## config.mk

```make
export PLATFORM = sky130hd
export DESIGN_NAME = csa_accumulator
export DESIGN_NICKNAME = d
export VERILOG_FILES = /design/src/rtl/csa_accumulator.sv
export SDC_FILE = /design/constraint.sdc
export NUM_CORES = 1
export LEC_CHECK = 0
export BUFFER_PORTS_ARGS = -buffer_cell sky130_fd_sc_hd__buf_2
export CORE_MARGIN = 5
export CORE_UTILIZATION = 30
export CTS_CLUSTER_DIAMETER = 100
export CTS_CLUSTER_SIZE = 24
export DETAILED_ROUTE_END_ITERATION = 16
export HOLD_SLACK_MARGIN = 0.15
export PLACE_DENSITY = 0.51
export RECOVER_POWER = 25
export REMOVE_ABC_BUFFERS = 1
export SLEW_MARGIN = 10
export SYNTH_ARGS = -nofsm -noshare
export SYNTH_HDL_FRONTEND = slang
export SYNTH_SLANG_ARGS = --single-unit
```

## constraint.sdc

```tcl
create_clock -name clk -period 4.05 [get_ports clk]
set_clock_uncertainty 0.1 [all_clocks]
set_input_delay 0.405 -clock clk [delete_from_list [all_inputs] [get_ports clk]]
set_output_delay 0.405 -clock clk [all_outputs]
set_load 0.01 [all_outputs]
```

## src/rtl/csa_accumulator.sv

```systemverilog
// Multi-operand carry-save accumulator.
// Each accepted beat folds LANES operands into a redundant (sum, carry) state
// through a chain of 3:2 compressors, with no carry propagation per beat.
// A single carry-propagate add resolves the packet total after the last beat.
module csa_accumulator #(
    parameter int WIDTH     = 32,
    parameter int LANES     = 4,
    parameter int ACC_WIDTH = 40,
    parameter bit SIGNED    = 1'b0
) (
    input  logic                   clk,
    input  logic                   rst,
    input  logic                   in_valid,
    output logic                   in_ready,
    input  logic [LANES*WIDTH-1:0] in_data,
    input  logic [LANES-1:0]       in_mask,
    input  logic                   in_last,
    output logic                   out_valid,
    input  logic                   out_ready,
    output logic [ACC_WIDTH-1:0]   out_sum,
    output logic [15:0]            out_beats
);

    typedef enum logic [1:0] {
        ACCUM   = 2'd0,
        RESOLVE = 2'd1,
        HOLD    = 2'd2
    } state_t;

    state_t                 state_reg;
    logic [ACC_WIDTH-1:0]   s_reg;
    logic [ACC_WIDTH-1:0]   c_reg;
    logic [15:0]            count_reg;
    logic [ACC_WIDTH-1:0]   out_sum_reg;
    logic [15:0]            out_beats_reg;
    logic                   out_valid_reg;

    logic [ACC_WIDTH-1:0]   lane_ext [LANES];
    logic [ACC_WIDTH-1:0]   s_next;
    logic [ACC_WIDTH-1:0]   c_next;

    // Masked lanes contribute zero; live lanes are widened to the accumulator
    // width, replicating the sign bit when operands are two's complement.
    for (genvar gi = 0; gi < LANES; gi++) begin : g_lane
        logic [WIDTH-1:0] lane_raw;
        assign lane_raw = in_data[gi*WIDTH +: WIDTH];
        if (SIGNED) begin : g_sext
            assign lane_ext[gi] = in_mask[gi] ? ACC_WIDTH'($signed(lane_raw)) : '0;
        end else begin : g_zext
            assign lane_ext[gi] = in_mask[gi] ? ACC_WIDTH'(lane_raw) : '0;
        end
    end

    // Carry-save reduction: starting from the stored (S, C) pair, each lane is
    // absorbed by one 3:2 layer. The carry is weighted (shifted left) before
    // the next layer, so the MSB carry falls off, giving mod 2^ACC_WIDTH wrap.
    always_comb begin
        logic [ACC_WIDTH-1:0] s_t;
        logic [ACC_WIDTH-1:0] c_t;
        logic [ACC_WIDTH-1:0] x_t;
        s_t = s_reg;
        c_t = c_reg;
        x_t = '0;
        for (int k = 0; k < LANES; k++) begin
            x_t = lane_ext[k];
            {s_t, c_t} = {s_t ^ c_t ^ x_t,
                          ((s_t & c_t) | (s_t & x_t) | (c_t & x_t)) << 1};
        end
        s_next = s_t;
        c_next = c_t;
    end

    // Ready depends only on state and reset, never on in_valid or out_ready.
    assign in_ready  = !rst && (state_reg == ACCUM);
    assign out_valid = out_valid_reg;
    assign out_sum   = out_sum_reg;
    assign out_beats = out_beats_reg;

    // Packet FSM: accumulate beats, resolve once, then hold the result.
    always_ff @(posedge clk) begin
        if (rst) begin
            state_reg     <= ACCUM;
            s_reg         <= '0;
            c_reg         <= '0;
            count_reg     <= '0;
            out_sum_reg   <= '0;
            out_beats_reg <= '0;
            out_valid_reg <= 1'b0;
        end else begin
            case (state_reg)
                ACCUM: begin
                    if (in_valid) begin
                        s_reg <= s_next;
                        c_reg <= c_next;
                        if (count_reg != 16'hFFFF) begin
                            count_reg <= count_reg + 16'd1;
                        end
                        if (in_last) begin
                            state_reg <= RESOLVE;
                        end
                    end
                end
                RESOLVE: begin
                    out_sum_reg   <= s_reg + c_reg;
                    out_beats_reg <= count_reg;
                    out_valid_reg <= 1'b1;
                    state_reg     <= HOLD;
                end
                HOLD: begin
                    if (out_ready) begin
                        out_valid_reg <= 1'b0;
                        s_reg         <= '0;
                        c_reg         <= '0;
                        count_reg     <= '0;
                        state_reg     <= ACCUM;
                    end
                end
                default: begin
                    state_reg <= ACCUM;
                end
            endcase
        end
    end

endmodule

```

==> out/metrics.yaml, run 1 <==
setup_path:
  cp_num_cells: 11
  cpMostUsedCell: "fa_1"
  rrSetupSlack_ns: 0.81
  crit_path_max_fanout: 32
  required_ns: 4.24
  slowest_delay_ns: 0.54
  crit_slowest_cell: "fa_1"
  reg2regPathDepth: 12
  r2r_start: "s_reg[1]$_SDFFE_PP0P_"
  crit_chain: "buf_2 -> nand2_1 -> fa_1 -> inv_1 -> fa_1 -> fa_1 -> inv_1 -> fa_1 -> nor2_1 -> a21oi_1 -> nor2_1"
  crit_family: "adder cells"
  startpoint_type: "input pin"
  critPathBufInv: 3
  cp-startpoint: "in_mask[0]"
  worstPathArrival_ns: 3.49
  worstSetupEndpointType: "flop"
  critPathKind: "input pin to flop"
clock_tree:
  cts_buffer_depth: 2
  cts_sinks: 154
  post_cts_buffers: 0
  clk_pin_slew_worst_paths_ns: 0.07
  clk_latency_ns: 0.43
  ctsHoldBuffers: 1
  cts_resized: 0
  cts_max_level: 4
  root_buffer: "clkbuf_16"
  cts_buffers: 17
  cts_tree: "done"
run:
  cap_violations: 0
logic_synthesis:
  synthSimpleGateAreaFrac_pct: 19.02
  synthDistinctLibCells: 66
  yosys.area.top_type: "dfxtp_1"
  synthXorXnorAreaFrac_pct: 2.157
  async_flop_share_pct: 0
  syn_inst: 1347
  ys_warn_count: 0
  syn_avg_cell_area_um2: 8.743
  yosys.area.top_type_share_pct: 26.18
  yosysSeqAreaShare_pct: 26.18
  synth_top_family_by_area: "adder cells"
  synth_ff_type: "dfxtp_1"
  synth.ff_latch_count: 154
  muxShareOfSynthArea_pct: 0.2550
  ys_top_cells_by_area: "dfxtp_1 26%, fa_1 22%, ha_1 6.8%"
  syn_area_um2: 11780
  synth-adder-area-share_pct: 29.07
  synth_edf_count: 0
  synth_compound_area_share_pct: 16.13
worst_hold_path:
  hold_path.class: "input pin to flop"
  min_from: "in_valid"
  hold_path_depth: 2
route:
  wl_per_cell_um: 16.04
  antenna_left: 0
  viasPerCell: 4.755
  vias: 9676
  drt_first_pass_iters: 5
  drtIter0Drc: 398
  drc: 0
  wl_um: 32640
timing:
  min_period_over_period_pct: 81.51
  slew_headroom_pct: 39.83
  maxSlewViolCount: 0
  clock.fmax_mhz: 302.9
  fin_tns_setup_ns: 0
  fin_crit_ns: 3.301
  worst_pin_slew_ns: 0.9025
  hold_violations: 0
  setup_viol: 0
  rsz0062_at_grt: "no"
grt:
  antenna_found_initial: 0
  overflow: 0
  grt_use_total_pct: 15.09
  grt_pass1_vias: 10110
  grt_pass1_wl_um: 54110
  grt_max_degree: 136
die:
  die_h_um: 208.1
  io_pins: 195
  placement_rows: 72
  die_width_um: 208.1
  core_um2: 38740
  start_util_pct: 30.40
  dieArea_um2: 43320
layout:
  area_delta_synth_final_pct: 16.60
  final_layout_size_suffix_gt1_share_pct: 13.32
  post-route-util_pct: 35.45
  fin_nets: 1836
  antenna_cells: 0
placement:
  io_buffers: 194
  dp_hpwl_um: 24930
  gp_congestion: 0.8034
pwr:
  p_per_area_nw_per_um2: 503.6
  p_leak_nw: 6.213
  vdd_drop_max_mv: 0.2384
run_status:
  outcome: "finished clean"
[worst reg2reg max path: stages, from the launching register on]
cell and delay (ns):
dfxtp_1 0.37, ha_1 0.20, inv_1 0.06, fa_1 0.37
and2b_1 0.26, o2111ai_1 0.16, a21oi_1 0.18, buf_4 0.15
o211ai_2 0.18, a211oi_2 0.52, o21a_1 0.24, o21ai_0 0.08
a32o_1 0.26
[cell usage after synthesis (6+ instances only)]
| master | count |
|---|---|
| o21bai_1 | 11 |
| and3_1 | 9 |
| xnor2_1 | 12 |
| ha_1 | 64 |
| buf_1 | 11 |
| inv_1 | 155 |
| nand2_1 | 145 |
| nand4_1 | 12 |
| clkbuf_1 | 51 |
| o211ai_1 | 7 |
| or3_1 | 11 |
| o21ai_0 | 28 |
| a21o_1 | 17 |
| xor2_1 | 17 |
| nor2_1 | 124 |
| o21a_1 | 8 |
| nand2b_1 | 6 |
| nor3_1 | 14 |
| dfxtp_1 | 154 |
| and2_1 | 98 |
| nand3_1 | 18 |
| nand3b_1 | 6 |
| fa_1 | 131 |
| a21oi_1 | 83 |
| a22oi_1 | 74 |
[cell families (layout without fill, tap and decap cells)]
group | count (synthesis) | in the layout
and+or+nand+nor | 466 | 466
AOI/OAI and AO/OA | 279 | 279
DFF | 154 | 154
buffers and inverters | 221 | 391
adders and majority gates | 195 | 195
xor gates and xnor gates | 29 | 29
muxes | 3 | 3
[placed cells by master, fill, tap and decap left out, types with 17 or more instances in the layout]
cell,Yosys,final
xor2_1,17,17
a22oi_1,74,74
fa_1,131,131
ha_1,64,64
nand3_1,18,18
o21ai_0,28,28
clkbuf_16,0,17
buf_2,2,141
a21oi_1,83,83
a21o_1,17,17
inv_1,155,155
dfxtp_1,154,154
nor2_1,124,124
nand2_1,145,145
and2_1,98,97
clkbuf_1,51,53
[power by group]
part | switching, mW | leakage, nW | internal (mW)
Clock | 0.729 | 0.280 | 0.864
Sequential | 0.277 | 1.25 | 1.76
Combinational | 1.84 | 4.68 | 1.44
Total | 2.85 | 6.21 | 4.06
[final timing paths]
kind / end
max reg2reg: out_sum[35]$_SDFFE_PP0P_
max: s_reg[1]$_SDFFE_PP0P_
min reg2reg: out_sum[4]$_SDFFE_PP0P_
min: state_reg[0]$_SDFFE_PP0P_
[area by class of cell]
cell class,instances,area [um^2]
clock buffer,18,429.2
sequential,154,3083
timing repair buffer,204,998.5
multi-input combinational,972,7858
inverter,155,581.8
tap,518,648.1
fill,4148,25010
clock inverter,14,132.6
[per-stage QoR]
step           worst slack (ns)  cells  cell area [um^2]  power (mW)  hold WS [ns]
2_1_floorplan            0.1852   1281             11510       4.517        0.3390
3_3_place_gp             0.3772   2002             13220       5.352        0.3377
3_5_place_dp             0.2960   2002             13220       5.431        0.3417
4_1_cts                  0.7446   2035             13800       7.089        0.1655
5_1_grt                  0.5649   2035             13730       7.717        0.1861
6_report                 0.7486   2035             13730       6.915        0.1828
[metal layers]
| layer | GRT usage, % | up-vias | share of wire (%) |
|---|---|---|---|
| li1 | - | 4786 | - |
| met1 | 20.96 | 4647 | 48 |
| met2 | 24.88 | 228 | 46 |
| met3 | 3.238 | 15 | 5.3 |
| met4 | 2.220 | 0 | 0.51 |
| met5 | 0 | - | 0 |
Note: power is estimated with default switching activity, not from simulation.
==> run 2, diff against run 1 <==
ABC_AREA = 1   (was unset)
PLACE_DENSITY = 0.52   (was 0.51)
clock period = 2.7 ns   (was 4.05 ns; I/O delays follow)
==> run 2 against run 1 <==
  * The flow now finishes with violations (negative setup slack)
  * Total power increased by 59%
  * Utilization increased by 1.8 points
  * Critical path depth decreased by 1
  * Final area increased by 14%
  * Sequential power increased by 47%
  * Clock power increased by 57%
  * First-iteration DRC count increased by 37%
  * Flip-flop and latch count unchanged
  * Largest cell class unchanged
==> out/metrics.yaml, run 2 <==
grt:
  grt_pass1_wl_um: 61330
  grt_use_total_pct: 16.01
  grt_max_degree: 110
  grt_pass1_vias: 11890
  antenna_found_initial: 0
  overflow: 0
clock_tree:
  cts_buffer_depth: 2
  cts_sinks: 154
  cts_buffers: 17
  cts_tree: "done"
  clk_pin_slew_worst_paths_ns: 0.07
  cts_max_level: 4
  clk_latency_ns: 0.44
  root_buffer: "clkbuf_16"
layout:
  fin_nets: 2428
  final_layout_size_suffix_gt1_share_pct: 18.17
  antenna_cells: 0
  layout_commonest_cell: "nand2_1"
  layoutNonFillerInstCount: 2647
  final-seq-area_um2: 3137
  nFillCells: 4575
  post-route-util_pct: 37.22
  final_cell_mix: "530 x nand2_1, 387 x inv_1, 170 x nor2_1, 151 x buf_2, 135 x a21oi_1"
  multiInputGateArea_um2: 8019
  area_delta_synth_final_pct: 22.56
pwr:
  vdd_drop_max_mv: 0.3515
  p_leak_nw: 8.489
  p_per_area_nw_per_um2: 701.4
timing:
  clock.fmax_mhz: 341.1
  rsz0062_at_grt: "yes"
  fin_crit_ns: 2.932
  setup_slack_ns: -0.2317
  holdWs_ns: 0.2220
  min_period_over_period_pct: 108.6
  setup_viol: 32
  worst_pin_slew_ns: 0.5977
  slew_headroom_pct: 60.15
  maxSlewViolCount: 0
  hold_violations: 0
worst_hold_path:
  hold_path.class: "input pin to flop"
  hold_path_end: "s_reg[0]$_SDFFE_PP0P_"
  hold_path_depth: 6
  min_from: "in_data[96]"
setup_path:
  rrSetupSlack_ns: -0.23
  worstSetupEndpointType: "flop"
  r2r_end: "s_reg[2]$_SDFFE_PP0P_"
  crit_slowest_cell: "fa_2"
  cp-startpoint: "c_reg[2]$_SDFFE_PP0P_"
  slowest_delay_ns: 0.54
  required_ns: 2.91
  crit_chain: "fa_1 -> inv_2 -> fa_1 -> inv_1 -> fa_1 -> inv_2 -> fa_2 -> o22ai_2 -> inv_1 -> nor2_1"
  crit_path_max_fanout: 2
  cpMostUsedCell: "fa_1"
  r2r_start: "c_reg[2]$_SDFFE_PP0P_"
  reg2regPathDepth: 10
  critPathKind: "flop to flop"
  worstPathArrival_ns: 3.14
  startpoint_type: "flop"
route:
  antenna_left: 0
  vias: 11520
  wl_per_cell_um: 13.81
  viasPerCell: 4.353
  drtIter0Drc: 546
  drt_first_pass_iters: 5
  drc: 0
  top_layer_used: "met4"
  wl_met3_um: 1416
  drt-met1-wl_um: 17790
  wl_um: 36550
  wl_met2_um: 17020
die:
  start_util_pct: 30.37
  core_um2: 42040
  dieArea_um2: 46780
  io_pins: 195
  die_width_um: 216.3
  die_h_um: 216.3
  placement_rows: 75
run:
  cap_violations: 0
logic_synthesis:
  yosys.area.top_type: "dfxtp_1"
  muxShareOfSynthArea_pct: 0
  synth_top_family_by_area: "adder cells"
  synth-adder-area-share_pct: 26.81
  ys_top_cells_by_count: "531 x nand2_1, 404 x inv_1, 172 x nor2_1, 154 x dfxtp_1, 136 x a21oi_1"
  synthDistinctLibCells: 36
  ys_top_cells_by_area: "dfxtp_1 24%, fa_1 21%, nand2_1 16%"
  syn_inst: 1848
  synthXorXnorAreaFrac_pct: 1.921
  synthSimpleGateAreaFrac_pct: 24.78
  synth_compound_area_share_pct: 8.448
  yosys.cell_count.top_type: "nand2_1"
  syn_avg_cell_area_um2: 6.909
  synth_edf_count: 0
  ys_warn_count: 0
  synth_ff_type: "dfxtp_1"
  yosysSeqAreaShare_pct: 24.15
  async_flop_share_pct: 0
  yosys.area.top_type_share_pct: 24.15
  synth.ff_latch_count: 154
  syn_area_um2: 12770
placement:
  dp_hpwl_um: 29590
  gp_congestion: 0.8561
  io_buffers: 194
  place_inst: 2606
run_status:
  outcome: "finished, violations left"
  violations: "negative setup slack"
[run 2: per-layer routing]
layer  up-vias  global-route usage, %
li1       5994                      -
met1      5311                  22.34
met2       203                  26.71
met3        15                  2.303
met4         0                  3.180
met5         -                      0
[run 2: kinds of logic after synthesis]
| family | Yosys count |
|---|---|
| AO/OA/AOI/OAI | 210 |
| XOR/XNOR | 28 |
| adder cells (fa/ha/maj) | 195 |
| buffers and inverters | 463 |
| flip-flops | 154 |
| AND/OR/NAND/NOR | 798 |
[run 2: per-stage QoR]
stage / setup TNS, ns / total power [mW] / worst slack (ns) / cell area (um^2)
detailed placement: -38.13 / 8.405 / -0.8486 / 14840
finish: -2.155 / 10.97 / -0.2317 / 15650
CTS: -1.816 / 11.08 / -0.1988 / 15620
global route: -5.263 / 12.23 / -0.3035 / 15650
floorplan: -74.08 / 6.612 / -1.830 / 12530
global placement: -35.18 / 8.261 / -0.8202 / 14840
[run 2: repair_timing]
action / 4_1_cts / 5_1_grt
gates resized for setup: 63 / 37
pin swaps: 64 / 4
hold buffers: 4 / 0
endpoints found under the setup margin: 58 / 57
hold endpoints to repair: 9 / 0
setup buffers: 6 / 0
[run 2: area by class of cell]
type / count / share of cell area, %
clock buffer: 20 / 2.983
timing repair buffer: 284 / 10.76
clock inverter: 11 / 0.8636
tap: 539 / 4.310
multi-input combinational: 1231 / 51.25
sequential: 154 / 20.05
inverter: 408 / 9.787
[run 2: critical path: cells and delay by family, from the launching register on]
| kind | cells | cell delay, ns |
|---|---|---|
| AO/OA/AOI/OAI | 1 | 0.07 |
| adder cells (fa/ha/maj) | 4 | 2.05 |
| buffers and inverters | 4 | 0.20 |
| flip-flops | 1 | 0.33 |
| AND/OR/NAND/NOR | 1 | 0.04 |
[run 2: worst max path at each step]
stage,end,slack (ns),cells past startpoint
2_1_floorplan,out_sum[10]$_SDFFE_PP0P_,-1.83,5
3_3_place_gp,s_reg[31]$_SDFFE_PP0P_,-0.82,12
3_5_place_dp,s_reg[31]$_SDFFE_PP0P_,-0.85,12
4_1_cts,s_reg[2]$_SDFFE_PP0P_,-0.20,10
5_1_grt,s_reg[2]$_SDFFE_PP0P_,-0.30,10
6_report,s_reg[2]$_SDFFE_PP0P_,-0.23,10
[run 2: where the power goes]
group / switching [mW] / total, mW / internal, mW
combinational: 3.00 / 5.48 / 2.49
sequential: 0.310 / 3.00 / 2.69
clock: 1.04 / 2.49 / 1.45
